$ cat src/rtl/cpu_pkg.sv
// Shared definitions for the pipeline event counter: FSM encoding,
// read-select codes and status word bit positions.
package cpu_pkg;

    typedef enum logic [1:0] {
        ST_IDLE = 2'd0,
        ST_RUN  = 2'd1,
        ST_DONE = 2'd2
    } state_t;

    localparam logic [1:0] SEL_CYCLE  = 2'b00;
    localparam logic [1:0] SEL_STALL  = 2'b01;
    localparam logic [1:0] SEL_FLUSH  = 2'b10;
    localparam logic [1:0] SEL_STATUS = 2'b11;

    localparam int STAT_RUN_BIT  = 0;
    localparam int STAT_DONE_BIT = 1;
    localparam int STAT_SAT_BIT  = 2;

endpackage

$ cat src/rtl/sat_counter.sv
// Saturating up-counter with synchronous reset and clear; sticks at all-ones.
module sat_counter #(
    parameter int W = 32
) (
    input  logic         clk_i,
    input  logic         rst_i,
    input  logic         clr_i,
    input  logic         inc_i,
    output logic [W-1:0] cnt_o,
    output logic         sat_o
);

    assign sat_o = &cnt_o;

    always_ff @(posedge clk_i) begin
        if (rst_i || clr_i) begin
            cnt_o <= '0;
        end else if (inc_i && !sat_o) begin
            cnt_o <= cnt_o + W'(1);
        end
    end

endmodule

$ cat src/rtl/pipe_event_counter.sv
// Run/stall/flush cycle monitor for the 5-stage pipeline with a cycle budget
// and a registered read port.
//
// state | meaning
// IDLE  | counters hold, waiting for start_i
// RUN   | counting every cycle with start_i high
// DONE  | budget reached, counters frozen until clr_i/rst_i
module pipe_event_counter
    import cpu_pkg::*;
#(
    parameter int CNT_W       = 32,
    parameter int CYCLE_LIMIT = 30
) (
    input  logic             clk_i,
    input  logic             rst_i,
    input  logic             start_i,
    input  logic             hd_stall_i,
    input  logic             jump_i,
    input  logic             branch_i,
    input  logic             eq_i,
    input  logic             clr_i,
    input  logic [1:0]       rd_sel_i,
    output logic [CNT_W-1:0] rd_data_o,
    output logic             done_o,
    output logic             running_o
);

    // One extra bit so a budget wider than the counter can never match.
    localparam logic [CNT_W:0] LIMIT = (CNT_W+1)'(CYCLE_LIMIT);

    state_t state_q, state_d;

    logic stall_ev, flush_ev, count_en, limit_hit;
    logic [CNT_W-1:0] cycle_cnt, stall_cnt, flush_cnt, cycle_nxt;
    logic cycle_sat, stall_sat, flush_sat;
    logic [CNT_W-1:0] rd_data_d;

    // A control-transfer in ID overrides a hazard stall in the accounting.
    assign stall_ev = hd_stall_i & ~jump_i & ~branch_i;
    assign flush_ev = jump_i | (branch_i & eq_i);

    assign count_en  = (state_q == ST_RUN) && start_i && !clr_i;
    assign cycle_nxt = cycle_sat ? cycle_cnt : cycle_cnt + CNT_W'(1);
    assign limit_hit = (CYCLE_LIMIT != 0) && ({1'b0, cycle_nxt} == LIMIT);

    sat_counter #(.W(CNT_W)) u_cycle (
        .clk_i (clk_i),
        .rst_i (rst_i),
        .clr_i (clr_i),
        .inc_i (count_en),
        .cnt_o (cycle_cnt),
        .sat_o (cycle_sat)
    );

    sat_counter #(.W(CNT_W)) u_stall (
        .clk_i (clk_i),
        .rst_i (rst_i),
        .clr_i (clr_i),
        .inc_i (count_en && stall_ev),
        .cnt_o (stall_cnt),
        .sat_o (stall_sat)
    );

    sat_counter #(.W(CNT_W)) u_flush (
        .clk_i (clk_i),
        .rst_i (rst_i),
        .clr_i (clr_i),
        .inc_i (count_en && flush_ev),
        .cnt_o (flush_cnt),
        .sat_o (flush_sat)
    );

    always_ff @(posedge clk_i) begin
        if (rst_i) begin
            state_q <= ST_IDLE;
        end else begin
            state_q <= state_d;
        end
    end

    always_comb begin
        state_d = state_q;
        if (clr_i) begin
            state_d = ST_IDLE;
        end else begin
            case (state_q)
                ST_IDLE: if (start_i) state_d = ST_RUN;
                ST_RUN: begin
                    if (!start_i) begin
                        state_d = ST_IDLE;
                    end else if (limit_hit) begin
                        state_d = ST_DONE;
                    end
                end
                ST_DONE: state_d = ST_DONE;
                default: state_d = ST_IDLE;
            endcase
        end
    end

    assign running_o = (state_q == ST_RUN);
    assign done_o    = (state_q == ST_DONE);

    always_comb begin
        rd_data_d = '0;
        case (rd_sel_i)
            SEL_CYCLE: rd_data_d = cycle_cnt;
            SEL_STALL: rd_data_d = stall_cnt;
            SEL_FLUSH: rd_data_d = flush_cnt;
            default: begin
                rd_data_d[STAT_RUN_BIT]  = (state_q == ST_RUN);
                rd_data_d[STAT_DONE_BIT] = (state_q == ST_DONE);
                rd_data_d[STAT_SAT_BIT]  = cycle_sat | stall_sat | flush_sat;
            end
        endcase
    end

    always_ff @(posedge clk_i) begin
        if (rst_i) begin
            rd_data_o <= '0;
        end else begin
            rd_data_o <= rd_data_d;
        end
    end

endmodule

$ cat config.mk
export PLATFORM = sky130hd
export DESIGN_NAME = pipe_event_counter
export DESIGN_NICKNAME = d
export VERILOG_FILES = /design/src/rtl/cpu_pkg.sv /design/src/rtl/sat_counter.sv /design/src/rtl/pipe_event_counter.sv
export SDC_FILE = /design/constraint.sdc
export NUM_CORES = 1
export LEC_CHECK = 0
export CAP_MARGIN = 30
export CORE_UTILIZATION = 42
export CTS_CLUSTER_DIAMETER = 100
export DETAILED_ROUTE_END_ITERATION = 10
export SYNTH_ARGS = -nofsm -noshare
export SYNTH_HDL_FRONTEND = slang
export SYNTH_HIERARCHICAL = 1
export SYNTH_SLANG_ARGS = --single-unit
$ cat constraint.sdc
create_clock -name clk_i -period 3.3 [get_ports clk_i]
set_input_delay 0.825 -clock clk_i [delete_from_list [all_inputs] [get_ports clk_i]]
set_output_delay 0.825 -clock clk_i [all_outputs]
set_load 0.005 [all_outputs]
==> results.toml, run 1 <==
[detailed_routing]
routed-via-count = 7250
drt_pre_antenna_iters = 5
drc = 0
dr_wl_met3_mm = 1.111
drtIter0Drc = 486
route.detailed.vias_per_inst = 5.923
route.layer.met1.wl_mm = 9.743
wl_per_cell_um = 17.47
routed_wirelength_mm = 21.38
detailroute.wirelength.met2_mm = 9.965
route.antenna.remaining_nets = 0
top_layer = "met4"

[critical_path]
cp.required_ps = 3610
cp-start-kind = "register"
arrival_ps = 3390
critPathKind = "reg2reg"
timing.critical_path.fanout_max = 6
setup.worst_path.end_class = "register"

[power_and_ir_drop]
power.internal_mw = 2.810
power.combinational.fraction_pct = 2.6
irDropWorstVdd_mv = 0.3477
clock_power_share_pct = 53.8
power.share.sequential_pct = 43.6
sw_frac_of_total_pct = 22.07
cellPowerDensity_nw_per_um2 = 397.1
static-leakage-power_nw = 3.039
total_switching_power_mw = 0.7959
p_total_mw = 3.606

[timing]
worst_slew_pin_slew_ps = 891.7
tns_ps = 0
timing.max_slew.rel_slack_pct = 40.01
clock.fmax_mhz = 325.4
final-setup-viol-count = 0
timing.clock.skew_ps = 7.656
slew_violations = 0
rsz_0062_raised_after_global_routing = "no"
final.min_clock_period_ps = 3073
period_share_pct = 93.13
timing.final.hold_violations = 0

[global_routing]
grt.overflow.total = 0
antenna_found_initial = 0
grt_pass1_vias = 6600
grt_pass1_wl_mm = 34.29
pin_count_of_the_biggest_net_entering_global_routing = 34
gr-usage-all-layers_pct = 24.24

[yosys]
synth_fp_nets = 914
mappedNetlistArea_sq_um = 7435
postSynthCellCount = 900
synthArstFlopShare_pct = 0
synth-edff-count = 0
ys_flop_type = "dfxtp_1"
share_of_synthesized_area_occupied_by_flip_flops_and_latches_pct = 35.01
distinct_cell_type_count_after_synthesis = 70
ys_seq_elements = 130
syn-mean-instance-area_sq_um = 8.261
synth_warnings = 6

[clocking]
cts.path.max_buffers = 2
clock_transition_at_the_registers_of_the_reported_paths_ps = 60
clock-root-buffer = "clkbuf_16"
numCtsBuffers = 17
cts_num_sinks = 130
worst_skew_pair.late_latency_ps = 420
hold_buffers = 0
cts_max_level = 4
cts_tree = "yes"

[floorplan]
ioPinCount = 44
floorplan.initialDensity_pct = 42.98
placement_rows = 48
core-area_sq_um = 17300
die-height_um = 135.0
fp.dieW_um = 135.0
floorplan.die_area_sq_um = 18240

[flow_run]
max_cap_violations = 0

[placement]
detailedPlacementHpwl_mm = 15.65
buffer_ports.inserted = 43
final_gp_congestion = 0.8966

[finish]
diodes = 0
synthToLayoutAreaGrowth_pct = 22.16
fin_nets = 1001
layout-drive-gt1-share_pct = 15.52

[hold_path]
worstHoldPathType = "reg2reg"

[run_status]
run_status = "finished, final reports clean"
## metrics by stage
stage / utilization [%] / instance area (sq um) / worst slack [ps] / instances / hold WS (ps)
floorplan: - / 7435 / 105.8 / 900 / 462.7
global placement: 48.78 / 8437 / 92.53 / 1192 / 478.2
detailed placement: 48.78 / 8437 / 87.37 / 1192 / 488.7
CTS: 52.25 / 9037 / 113.9 / 1223 / 500.4
global route: 52.51 / 9082 / 78.34 / 1224 / 519.0
finish: 52.51 / 9082 / 226.6 / 1224 / 502.4
## cell families after synthesis
family	share of synthesized area, %
flops	35.01
mux	5.049
compound gates	18.26
xor+xnor	4.359
fa+ha+maj	0.6732
buf+inv	4.140
simple gates	32.51
## sequential cells by signal (all words and copies together), names as in the netlist
| name | count |
|---|---|
| state_q | 2 |
| u_cycle/cnt_o | 32 |
| u_stall/cnt_o | 32 |
| u_flush/cnt_o | 32 |
| rd_data_o | 32 |
## path summary, 6_finish.rpt
kind | slack (ps) | cells after the start | end | from
setup reg to reg | 230 | 12 | state_q[0] | u_cycle/cnt_o[14]
hold / removal | 500 | 2 | u_stall/cnt_o[10] | u_stall/cnt_o[10]
hold reg to reg | 500 | 2 | u_stall/cnt_o[10] | u_stall/cnt_o[10]
setup / recovery | 230 | 12 | state_q[0] | u_cycle/cnt_o[14]
## Yosys cell counts, types with 7 or more instances
library cell,n,area [sq um]
nor2_1,131,491.7
dfxtp_1,130,2603
a21oi_1,92,460.4
nand2_1,57,214.0
nand3_1,37,185.2
mux2i_1,33,330.3
or4_1,30,225.2
nand4_1,28,175.2
o31ai_1,28,210.2
nor4_1,25,156.4
clkbuf_1,23,86.33
or3_1,22,137.6
xnor2_1,20,175.2
o21ai_0,18,90.09
xor2_1,17,148.9
nor3_1,14,70.07
and4_1,12,105.1
inv_1,12,45.04
nand4_2,10,125.1
buf_2,9,45.04
and2_1,8,50.05
and3_1,8,50.05
buf_1,8,30.03
buf_6,7,78.83
## repair_timing
item | in CTS | in global routing
gates resized for setup | 0 | 9
endpoints found under the setup margin | 0 | 2
setup buffers | 0 | 1
## cell type report
type,instances,area [sq um]
Clock inverter,12,157.7
Clock buffer,19,442.9
Inverter,12,45.04
Fill cell,1700,8214
Sequential cell,130,2608
Multi-Input combinational cell,708,4559
Tap cell,225,281.5
Timing Repair Buffer,118,988.4
## power groups by stage
stage | clock network, mW | registers [mW] | logic, mW
2_1_floorplan | 0 | 1.61 | 0.0575
3_3_place_gp | 0 | 1.61 | 0.0938
3_5_place_dp | 0 | 1.61 | 0.0945
4_1_cts | 1.97 | 1.57 | 0.0946
5_1_grt | 2.04 | 1.57 | 0.101
6_report | 1.94 | 1.57 | 0.0946
## metal layers
metal / up-vias / track usage [%]
met5: - / 0
met4: 0 / 9.051
met3: 36 / 5.143
met2: 217 / 39.09
met1: 3435 / 31.71
li1: 3562 / -
## placed cells by master, fill, tap and decap left out, drive strengths merged, types with 6 or more instances in the layout
cell and count:
clkdlybuf4s50 42, a21oi 92, clkbuf 19, and4 13, nand4 38, mux2i 33, nor2 134, o41ai 6
and3 11, or3 22, inv 14, dfxtp 130, nor4 29, o21ai 24, nand2 57, and2 8
o31ai 28, or4 33, nor3 14, xor2 17, a211oi 6, nand3b 6, buf 76, or2 11
nand3 38, o311ai 9, xnor2 20
## critical path: stages (launching register included)
cell	delay, ps
dfxtp_2	350
nand4_4	150
nor4_4	250
buf_4	160
nand2_1	60
nor4_2	150
buf_4	170
or3b_1	340
a221o_1	320
a211o_1	280
nor4_2	260
nand4_1	240
o21a_1	240
Note: power is estimated with default switching activity, not from simulation.
==> run 2: changes to the inputs <==
CAP_MARGIN = default   (was 30)
==> results of run 2 <==
No change in the layout: final DEF, timing and power equal those of run 1.
==> run 3: changes to the inputs <==
PLACE_DENSITY = 0.74   (was default)
==> results.toml, run 3 (synthesized netlist as in run 1, its figures left out) <==
[critical_path]
timing.critical_path.fanout_max = 4
critical_path.slowest_cell = "or3b_1"
setup.reg_to_reg.worst_slack_ps = 290
worstReg2RegEnd = "state_q[0]"
cell_occurring_most_often_along_the_worst_timing_path = "nor4_2"
cp_slowest_stage_delay_ps = 390
critPathKind = "reg2reg"
crit_path_cell_trace = "nand3_1 -> nor4_2 -> nand2_1 -> nor4_2 -> or3b_1 -> a221o_1 -> a211o_1 -> nor4_2 -> nand4_1 -> o21a_1"
reg2regPathDepth = 10
critical_path_cell_count = 10
cp-start-kind = "register"
r2r_start = "u_cycle/cnt_o[16]"
arrival_ps = 3330
setup.worst_path.end_class = "register"
cp.required_ps = 3620
worstSetupStartpoint = "u_cycle/cnt_o[16]"
timing.critical_path.max_delay_family = "simple AND/OR/NAND/NOR gates"
worstPathBufferInverterCount = 0

[placement]
detailedPlacementHpwl_mm = 15.14
buffer_ports.inserted = 43
final_gp_congestion = 0.9735
detailedPlace.worstSlack_ps = 83.42

[floorplan]
floorplan.initialDensity_pct = 42.98
die-height_um = 135.0
core-area_sq_um = 17300
fp.dieW_um = 135.0
placement_rows = 48
ioPinCount = 44
floorplan.die_area_sq_um = 18240

[timing]
worst_slew_pin_slew_ps = 935.6
timing.final.hold_violations = 0
clock.fmax_mhz = 332.1
final.min_clock_period_ps = 3011
timing.max_slew.rel_slack_pct = 37.16
slew_violations = 0
period_share_pct = 91.25
worst_hold_slack_ps = 498.0
final-setup-viol-count = 0
tns_ps = 0
rsz_0062_raised_after_global_routing = "no"
postLayoutSetupSlackWorst_ps = 288.7
timing.clock.skew_ps = 6.570

[global_routing]
pin_count_of_the_biggest_net_entering_global_routing = 31
antenna_found_initial = 0
gr-usage-all-layers_pct = 23.75
grt.overflow.total = 0
grt_pass1_wl_mm = 33.96
grt_pass1_vias = 6836

[finish]
fin_nets = 997
most_frequent_cells_in_the_layout = "131 x nor2_1, 130 x dfxtp_1, 92 x a21oi_1, 71 x buf_4, 57 x nand2_1"
synthToLayoutAreaGrowth_pct = 21.36
most_common_library_cell_in_the_layout_ignoring_fill_and_taps = "nor2_1"
layout-drive-gt1-share_pct = 14.76
diodes = 0

[run_status]
run_status = "finished, final reports clean"

[power_and_ir_drop]
cellPowerDensity_nw_per_um2 = 394.9
static-leakage-power_nw = 2.992
irDropWorstVdd_mv = 0.5192

[detailed_routing]
route.detailed.vias_per_inst = 5.998
wl_per_cell_um = 17.20
route.antenna.remaining_nets = 0
drc = 0
drt_pre_antenna_iters = 5
drtIter0Drc = 660
routed_wirelength_mm = 21.00
routed-via-count = 7324

[clocking]
cts_num_sinks = 130
clock_transition_at_the_registers_of_the_reported_paths_ps = 60
cts_max_level = 4
cts_tree = "yes"
cts.path.max_buffers = 2
postCtsSetupRepairBufs = 0
numCtsBuffers = 17
clock-root-buffer = "clkbuf_16"
worst_skew_pair.late_latency_ps = 430
hold_buffers = 0

[flow_run]
max_cap_violations = 0

[hold_path]
worstHoldPathType = "reg2reg"
number_of_stages_on_the_worst_hold_path = 2
worstHoldStart = "u_stall/cnt_o[10]"
timing.hold.worst_endpoint = "u_stall/cnt_o[10]"
==> run 3: cell count changes in the layout (fill, tap and decap cells not counted), sizes merged <==
cell | before | now
inv | 14 | 16
clkinvlp | 3 | 2
buf | 76 | 72
clkinv | 4 | 5
bufinv | 3 | 2
==> run 3: stage by stage <==
stage	area (sq um)	power, mW	utilization (%)	std cells
6_report	9022	3.563	52.16	1221
2_1_floorplan	7435	1.664	-	900
4_1_cts	9010	3.584	52.09	1221
5_1_grt	9022	3.671	52.16	1221
3_3_place_gp	8414	1.699	48.65	1189
3_5_place_dp	8414	1.700	48.65	1189
==> run 3: per-layer routing <==
layer,GRT usage (%),part of all wire [%]
met5,0,0
met4,9.613,2.7
met3,5.293,6.8
met2,37.94,46
met1,30.90,45
==> run 3: area by class of cell <==
type	instances	area [sq um]
Clock buffer	19	442.9
Clock inverter	13	152.6
Fill cell	1594	8274
Inverter	12	45.04
Multi-Input combinational cell	708	4539
Sequential cell	130	2603
Tap cell	225	281.5
Timing Repair Buffer	114	958.4
==> run 3: worst max path at each step <==
stage                              endpoint  slack (ps)
after floorplan           u_stall/cnt_o[13]         110
after global placement    u_stall/cnt_o[13]         140
after detailed placement   u_stall/cnt_o[7]          80
after CTS                        state_q[0]         130
after global routing             state_q[0]          50
final                            state_q[0]         290
==> run 3: worst register-to-register path: stages (launching register included) <==
cell     delay, ps
dfxtp_1        340
nand3_1        150
nor4_2         350
nand2_1        120
nor4_2         370
or3b_1         390
a221o_1        320
a211o_1        280
nor4_2         140
nand4_1        210
o21a_1         230
==> run 3: where the power goes <==
group | internal, mW | switching [mW] | leakage (nW) | total, mW
sequential | 1.57 | 0.000818 | 1.05 | 1.57
combinational | 0.0337 | 0.0618 | 1.66 | 0.0955
clock | 1.15 | 0.750 | 0.286 | 1.90
==> run 3: what timing repair did <==
action / 4_1_cts / 5_1_grt
endpoints found under the hold margin: 0 / 0
endpoints found under the setup margin: 0 / 2
resized for setup: 0 / 2
